--- src/rtl/timer_pkg.sv ---
// rtl/timer_pkg.sv - shared constants and helpers for the countdown timer
package timer_pkg;

   localparam int BCD_W = 4;

   typedef logic [1:0] state_t;

   localparam state_t ST_RUN   = 2'b00;
   localparam state_t ST_PAUSE = 2'b01;
   localparam state_t ST_SET   = 2'b10;
   localparam state_t ST_FIN   = 2'b11;

   // Odd digits below the top one are tens of seconds/minutes and count 0..5.
   function automatic logic [BCD_W-1:0] digit_radix(input int i, input int digits);
      if ((i % 2 == 1) && (i < digits - 1)) begin
         return 4'd6;
      end
      return 4'd10;
   endfunction

endpackage

--- src/rtl/button_debounce.sv ---
// rtl/button_debounce.sv - synchroniser, stability filter and press pulse for one button
module button_debounce
   import timer_pkg::*;
#(
   parameter int DEBOUNCE_CYCLES = 500000
) (
   input  logic clk,
   input  logic rst,
   input  logic btn_raw,
   output logic level,
   output logic press
);

   localparam int CNT_W = (DEBOUNCE_CYCLES > 1) ? $clog2(DEBOUNCE_CYCLES) : 1;
   localparam logic [CNT_W-1:0] CNT_LAST = CNT_W'(DEBOUNCE_CYCLES - 1);

   logic             r_sync0;
   logic             r_sync1;
   logic             r_level;
   logic             r_level_q;
   logic             r_press;
   logic [CNT_W-1:0] r_cnt;

   // Two-flop synchroniser for the asynchronous button input.
   always_ff @(posedge clk or posedge rst) begin
      if (rst) begin
         r_sync0 <= 1'b0;
         r_sync1 <= 1'b0;
      end else begin
         r_sync0 <= btn_raw;
         r_sync1 <= r_sync0;
      end
   end

   // Accept a new level only after DEBOUNCE_CYCLES consecutive samples disagree with it.
   always_ff @(posedge clk or posedge rst) begin
      if (rst) begin
         r_level <= 1'b0;
         r_cnt   <= '0;
      end else if (r_sync1 == r_level) begin
         r_cnt <= '0;
      end else if (r_cnt == CNT_LAST) begin
         r_level <= r_sync1;
         r_cnt   <= '0;
      end else begin
         r_cnt <= r_cnt + CNT_W'(1);
      end
   end

   // One-cycle pulse on an accepted rising level; releases produce nothing.
   always_ff @(posedge clk or posedge rst) begin
      if (rst) begin
         r_level_q <= 1'b0;
         r_press   <= 1'b0;
      end else begin
         r_level_q <= r_level;
         r_press   <= r_level & ~r_level_q;
      end
   end

   assign level = r_level;
   assign press = r_press;

endmodule

--- src/rtl/countdown_timer_ctrl.sv ---
// rtl/countdown_timer_ctrl.sv - button-driven BCD countdown timer controller
module countdown_timer_ctrl
   import timer_pkg::*;
#(
   parameter  int CLK_DIV         = 50000000,
   parameter  int DEBOUNCE_CYCLES = 500000,
   parameter  int DIGITS          = 4,
   localparam int SEL_W           = (DIGITS > 1) ? $clog2(DIGITS) : 1
) (
   input  logic                    clk,
   input  logic                    rst,
   input  logic                    btn_up,
   input  logic                    btn_down,
   input  logic                    btn_left,
   input  logic                    btn_right,
   input  logic                    btn_action,
   output logic [BCD_W*DIGITS-1:0] time_bcd,
   output logic [1:0]              state,
   output logic [SEL_W-1:0]        digit_sel,
   output logic                    alarm
);

   localparam int TIME_W = BCD_W * DIGITS;
   localparam int PSC_W  = $clog2(CLK_DIV);
   localparam logic [PSC_W-1:0] PSC_LAST = PSC_W'(CLK_DIV - 1);
   localparam logic [SEL_W-1:0] SEL_LAST = SEL_W'(DIGITS - 1);

   logic [4:0]        w_raw;
   logic [4:0]        w_press;
   logic [4:0]        w_unused_levels;

   state_t            r_state;
   logic [TIME_W-1:0] r_time;
   logic [TIME_W-1:0] r_preset;
   logic [SEL_W-1:0]  r_sel;
   logic [PSC_W-1:0]  r_psc;
   logic              r_alarm;

   state_t            w_state_nx;
   logic [TIME_W-1:0] w_time_nx;
   logic [TIME_W-1:0] w_preset_nx;
   logic [SEL_W-1:0]  w_sel_nx;
   logic [PSC_W-1:0]  w_psc_nx;
   logic [TIME_W-1:0] w_time_dec;
   logic              w_borrow;
   logic              w_edit;
   logic              w_tick;

   logic              w_do_action;
   logic              w_do_up;
   logic              w_do_down;
   logic              w_do_left;
   logic              w_do_right;

   assign w_raw = {btn_right, btn_left, btn_down, btn_up, btn_action};

   for (genvar g = 0; g < 5; g++) begin : g_btn
      button_debounce #(
         .DEBOUNCE_CYCLES(DEBOUNCE_CYCLES)
      ) u_debounce (
         .clk    (clk),
         .rst    (rst),
         .btn_raw(w_raw[g]),
         .level  (w_unused_levels[g]),
         .press  (w_press[g])
      );
   end

   // Only the highest-priority press acts: action > up > down > left > right.
   assign w_do_action = w_press[0];
   assign w_do_up     = w_press[1] & ~w_press[0];
   assign w_do_down   = w_press[2] & ~|w_press[1:0];
   assign w_do_left   = w_press[3] & ~|w_press[2:0];
   assign w_do_right  = w_press[4] & ~|w_press[3:0];

   assign w_tick = (r_state == ST_RUN) && (r_psc == PSC_LAST);

   // Borrow-chain decrement of the time by one second.
   always_comb begin
      w_time_dec = r_time;
      w_borrow   = 1'b1;
      for (int i = 0; i < DIGITS; i++) begin
         if (w_borrow) begin
            if (r_time[i*BCD_W +: BCD_W] == '0) begin
               w_time_dec[i*BCD_W +: BCD_W] = digit_radix(i, DIGITS) - 4'd1;
            end else begin
               w_time_dec[i*BCD_W +: BCD_W] = r_time[i*BCD_W +: BCD_W] - 4'd1;
               w_borrow = 1'b0;
            end
         end
      end
   end

   // Next-state logic: FSM transitions, countdown and digit editing.
   always_comb begin
      w_state_nx  = r_state;
      w_time_nx   = r_time;
      w_preset_nx = r_preset;
      w_sel_nx    = r_sel;
      w_psc_nx    = r_psc;
      w_edit      = 1'b0;

      case (r_state)
         ST_RUN: begin
            if (w_tick) begin
               w_psc_nx  = '0;
               w_time_nx = w_time_dec;
               if (w_time_dec == '0) begin
                  w_state_nx = ST_FIN;
               end else if (w_do_action) begin
                  w_state_nx = ST_PAUSE;
               end
            end else begin
               w_psc_nx = r_psc + PSC_W'(1);
               if (w_do_action) begin
                  w_state_nx = ST_PAUSE;
               end
            end
         end
         ST_SET: begin
            if (w_do_action) begin
               if (r_time != '0) begin
                  w_state_nx  = ST_RUN;
                  w_preset_nx = r_time;
                  w_psc_nx    = '0;
               end
            end else begin
               w_edit = 1'b1;
            end
         end
         ST_PAUSE: begin
            if (w_do_action) begin
               w_state_nx = ST_RUN;
            end else begin
               w_edit = 1'b1;
            end
         end
         default: begin
            if (w_do_action) begin
               w_state_nx = ST_SET;
               w_time_nx  = r_preset;
            end
         end
      endcase

      if (w_edit) begin
         if (w_do_left) begin
            w_sel_nx = (r_sel == SEL_LAST) ? '0 : r_sel + SEL_W'(1);
         end
         if (w_do_right) begin
            w_sel_nx = (r_sel == '0) ? SEL_LAST : r_sel - SEL_W'(1);
         end
         for (int i = 0; i < DIGITS; i++) begin
            if (SEL_W'(i) == r_sel) begin
               if (w_do_up) begin
                  w_time_nx[i*BCD_W +: BCD_W] =
                     (r_time[i*BCD_W +: BCD_W] == digit_radix(i, DIGITS) - 4'd1) ?
                     4'd0 : r_time[i*BCD_W +: BCD_W] + 4'd1;
               end else if (w_do_down) begin
                  w_time_nx[i*BCD_W +: BCD_W] =
                     (r_time[i*BCD_W +: BCD_W] == 4'd0) ?
                     digit_radix(i, DIGITS) - 4'd1 : r_time[i*BCD_W +: BCD_W] - 4'd1;
               end
            end
         end
      end
   end

   // State and datapath registers; the alarm mirrors FINISHED without a cycle of lag.
   always_ff @(posedge clk or posedge rst) begin
      if (rst) begin
         r_state  <= ST_SET;
         r_time   <= '0;
         r_preset <= '0;
         r_sel    <= '0;
         r_psc    <= '0;
         r_alarm  <= 1'b0;
      end else begin
         r_state  <= w_state_nx;
         r_time   <= w_time_nx;
         r_preset <= w_preset_nx;
         r_sel    <= w_sel_nx;
         r_psc    <= w_psc_nx;
         r_alarm  <= (w_state_nx == ST_FIN);
      end
   end

   assign time_bcd  = r_time;
   assign state     = r_state;
   assign digit_sel = r_sel;
   assign alarm     = r_alarm;

endmodule

--- config.mk ---
export PLATFORM = sky130hd
export DESIGN_NAME = countdown_timer_ctrl
export DESIGN_NICKNAME = d
export VERILOG_FILES = /design/src/rtl/timer_pkg.sv /design/src/rtl/button_debounce.sv /design/src/rtl/countdown_timer_ctrl.sv
export SDC_FILE = /design/constraint.sdc
export NUM_CORES = 1
export LEC_CHECK = 0
export ABC_AREA = 1
export BUFFER_PORTS_ARGS = -buffer_cell sky130_fd_sc_hd__buf_2
export CAP_MARGIN = 20
export CORE_MARGIN = 10
export CORE_UTILIZATION = 55
export DETAILED_ROUTE_END_ITERATION = 8
export PLACE_DENSITY = 0.68
export SYNTH_ARGS = -nofsm -noshare
export SYNTH_HDL_FRONTEND = slang
export SYNTH_SLANG_ARGS = --single-unit
--- constraint.sdc ---
create_clock -name clk -period 7.3 [get_ports clk]
set_clock_uncertainty 0.15 [all_clocks]
set_input_delay 1.825 -clock clk [delete_from_list [all_inputs] [get_ports clk]]
set_output_delay 1.825 -clock clk [all_outputs]
set_load 0.005 [all_outputs]
==> impl_metrics.json <==
{
  "htree_levels": 4,
  "pre_cts_ws_ns": 3.80,
  "hpwl_mm": 14.9,
  "regToRegEndpoint": "time_bcd[11]",
  "cp-end-kind": "register",
  "slowest_stage": "dfrtp_1",
  "io_pins": 28,
  "postSynthNetCount": 1269,
  "place_congestion": 0.919,
  "max_freq_ghz": 0.296,
  "syn_area_mm2": 0.00995,
  "hold_violations": 0,
  "grt_use_total_pct": 18.2,
  "min_path_type": "register to register",
  "total_power_mw": 2.02,
  "overflow": 0,
  "drt-vias-per-instance": 5.45,
  "r2r_cells": 8,
  "synth.area.top_cells": "dfrtp_1, nand2_1, nor2_1, inv_1, a21oi_1",
  "drv_slew": 0,
  "fin_tns_setup_ns": 0,
  "num_antenna_cells": 0,
  "finalCritPeriodShare_pct": 46.3,
  "drtAntennaViolNets": 0,
  "fin_hold_ws_ns": 0.200,
  "cts-resized-gates": 0,
  "outcome": "finished, final reports clean",
  "tightest_slew_ns": 0.955,
  "final_area_mm2": 0.0109,
  "grt_max_degree": 136,
  "required_ns": 7.51,
  "drcViolationCount": 0,
  "post_cts_buffers": 0,
  "synth_top_area_share_pct": 45.8,
  "crit_chain": "inv_1 > nand2_1 > inv_1 > nor2_1 > nor2_1 > a21oi_1 > o21ai_0 > nand2_1",
  "rr_startpoint": "g_btn[0].u_debounce.press",
  "numCtsBuffers": 17,
  "setup_ws_ns": 3.92,
  "whs_endpoint": "g_btn[1].u_debounce.r_sync1",
  "port_buffers": 27,
  "critPathMaxStageDelay_ns": 0.91,
  "leakage_nw": 5.06,
  "wl_mm": 21.5,
  "cp_data_arrival_time_ns": 3.59,
  "synth_flop_cell": "dfrtp_1",
  "cts_tree": "done",
  "clk_root_buffer_cell": "clkbuf_16",
  "vdd_drop_max_uv": 158,
  "drive_above_1_share_pct": 10.2,
  "grt_pass1_wl_mm": 36.8,
  "vias": 8276,
  "start_util_pct": 55.6,
  "clkSinkCount": 183,
  "chipHeight_um": 155,
  "critPathMaxFanout": 22,
  "ys_seq_area_share_pct": 46.0,
  "slew_headroom_pct": 36.3,
  "nNetsFinal": 1297,
  "r2r_setup_slack_ns": 3.92,
  "synth_cell_types": 55,
  "drt_iter0_markers": 506,
  "fp-row-count": 49,
  "cap_violations": 0,
  "holdBufCountCts": 0,
  "antenna_found_initial": 0,
  "clock_latency_ns": 0.43,
  "avgSynthCellArea_um2": 7.97,
  "die_x_um": 155,
  "die-area_mm2": 0.0239,
  "synth_seq_cells": 183,
  "final_cell_mix": "nand2_1, dfrtp_1, nor2_1, inv_1, a21oi_1",
  "grt_pass1_vias": 7843,
  "synthArstFlopShare_pct": 100,
  "hold_start": "g_btn[1].u_debounce.r_sync0",
  "clockBufferDepth": 2,
  "path_class": "register to register",
  "multiInputGateArea_mm2": 0.00467,
  "setup_viol": 0,
  "area_growth_pct": 9.38,
  "yosys_warnings": 0,
  "path_clk_slew_ns": 0.07,
  "min_period_ns": 3.38,
  "drt_pre_antenna_iters": 5,
  "synth_edf_count": 0,
  "crit_path_start_kind": "register",
  "syn_inst": 1248,
  "wl_per_cell_um": 14.1,
  "final_common_cell": "nand2_1",
  "rsz0062_at_grt": "no",
  "min_delay_path_depth": 0,
  "yosysTopAreaCell": "dfrtp_1",
  "core-area_mm2": 0.0179,
  "fillerInstances": 1644,
  "placed_area_mm2": 0.0103,
  "pwr_density_cell_mw_per_mm2": 186,
  "final-seq-area_mm2": 0.00458
}
per-layer routing:
metal / GRT usage [%] / share of wire (%) / up-vias
li1: - / - / 4167
met3: 3.63 / 4.4 / 24
met5: 0 / 0 / -
met1: 24.6 / 48 / 3912
met2: 29.0 / 47 / 173
met4: 5.62 / 1.3 / 0
how the worst max path moves through the flow:
stage,start,endpoint,slack [ns],cells after the start
2_1_floorplan,rst,alarm,0.35,1
3_3_place_gp,rst,r_preset[6],3.81,3
3_5_place_dp,rst,r_preset[7],3.80,3
4_1_cts,g_btn[0].u_debounce.press,time_bcd[10],4.02,8
5_1_grt,g_btn[0].u_debounce.press,time_bcd[11],3.67,8
6_report,g_btn[0].u_debounce.press,time_bcd[11],3.92,8
per-stage QoR:
stage / std cells / utilization, %
floorplan: 1248 / -
global placement: 1486 / 57.4
detailed placement: 1486 / 57.4
CTS: 1518 / 60.8
global route: 1518 / 60.8
finish: 1518 / 60.8
critical path, delay by kind of cell, from the launching register on:
kind | cells | cell delay (ns)
AND/OR/NAND/NOR | 4 | 1.19
buffers and inverters | 2 | 0.81
AO/OA/AOI/OAI | 2 | 0.24
flip-flops | 1 | 0.91
synth_stat cells (14+ instances only):
library cell,count
nand3_1,64
nor2_1,154
xor2_1,36
inv_1,148
a21oi_1,93
nor3_1,33
dfrtp_1,182
nor2_2,20
nand4_1,29
ha_1,14
o21ai_0,85
nand2_1,238
final cells by class:
cell class                      instances  share of cell area (%)
Sequential cell                       183                    42.1
Clock buffer                           19                    4.07
Multi-Input combinational cell        888                    42.9
Tap cell                              229                    2.63
Timing Repair Buffer                   28                    1.31
Clock inverter                         13                    1.49
Inverter                              158                    5.52
sequential cells by signal, indices dropped and copies added, names as in the netlist:
signal                      count
r_preset                       16
g_btn.u_debounce.r_sync0        5
g_btn.u_debounce.press          5
g_btn.u_debounce.r_level_q      5
time_bcd                       16
r_psc                          26
g_btn.u_debounce.level          5
alarm                           1
g_btn.u_debounce.r_cnt         95
digit_sel                       2
g_btn.u_debounce.r_sync1        5
state                           2
report_power, final:
group          total (mW)  internal [mW]  switching, mW  leakage, nW
logic              0.0478         0.0110         0.0368         2.27
registers            1.03           1.02        0.00632         2.50
clock network       0.943          0.525          0.418        0.291
total                2.02           1.56          0.461         5.06
kinds of logic after synthesis:
| group | share of synthesized area (%) |
|---|---|
| simple gates | 27.9 |
| compound gates | 12.6 |
| flops | 46.0 |
| buf+inv | 7.05 |
| xor+xnor | 4.05 |
| fa+ha+maj | 1.76 |
| mux | 0.566 |
Power figures use the tool's default switching activity.
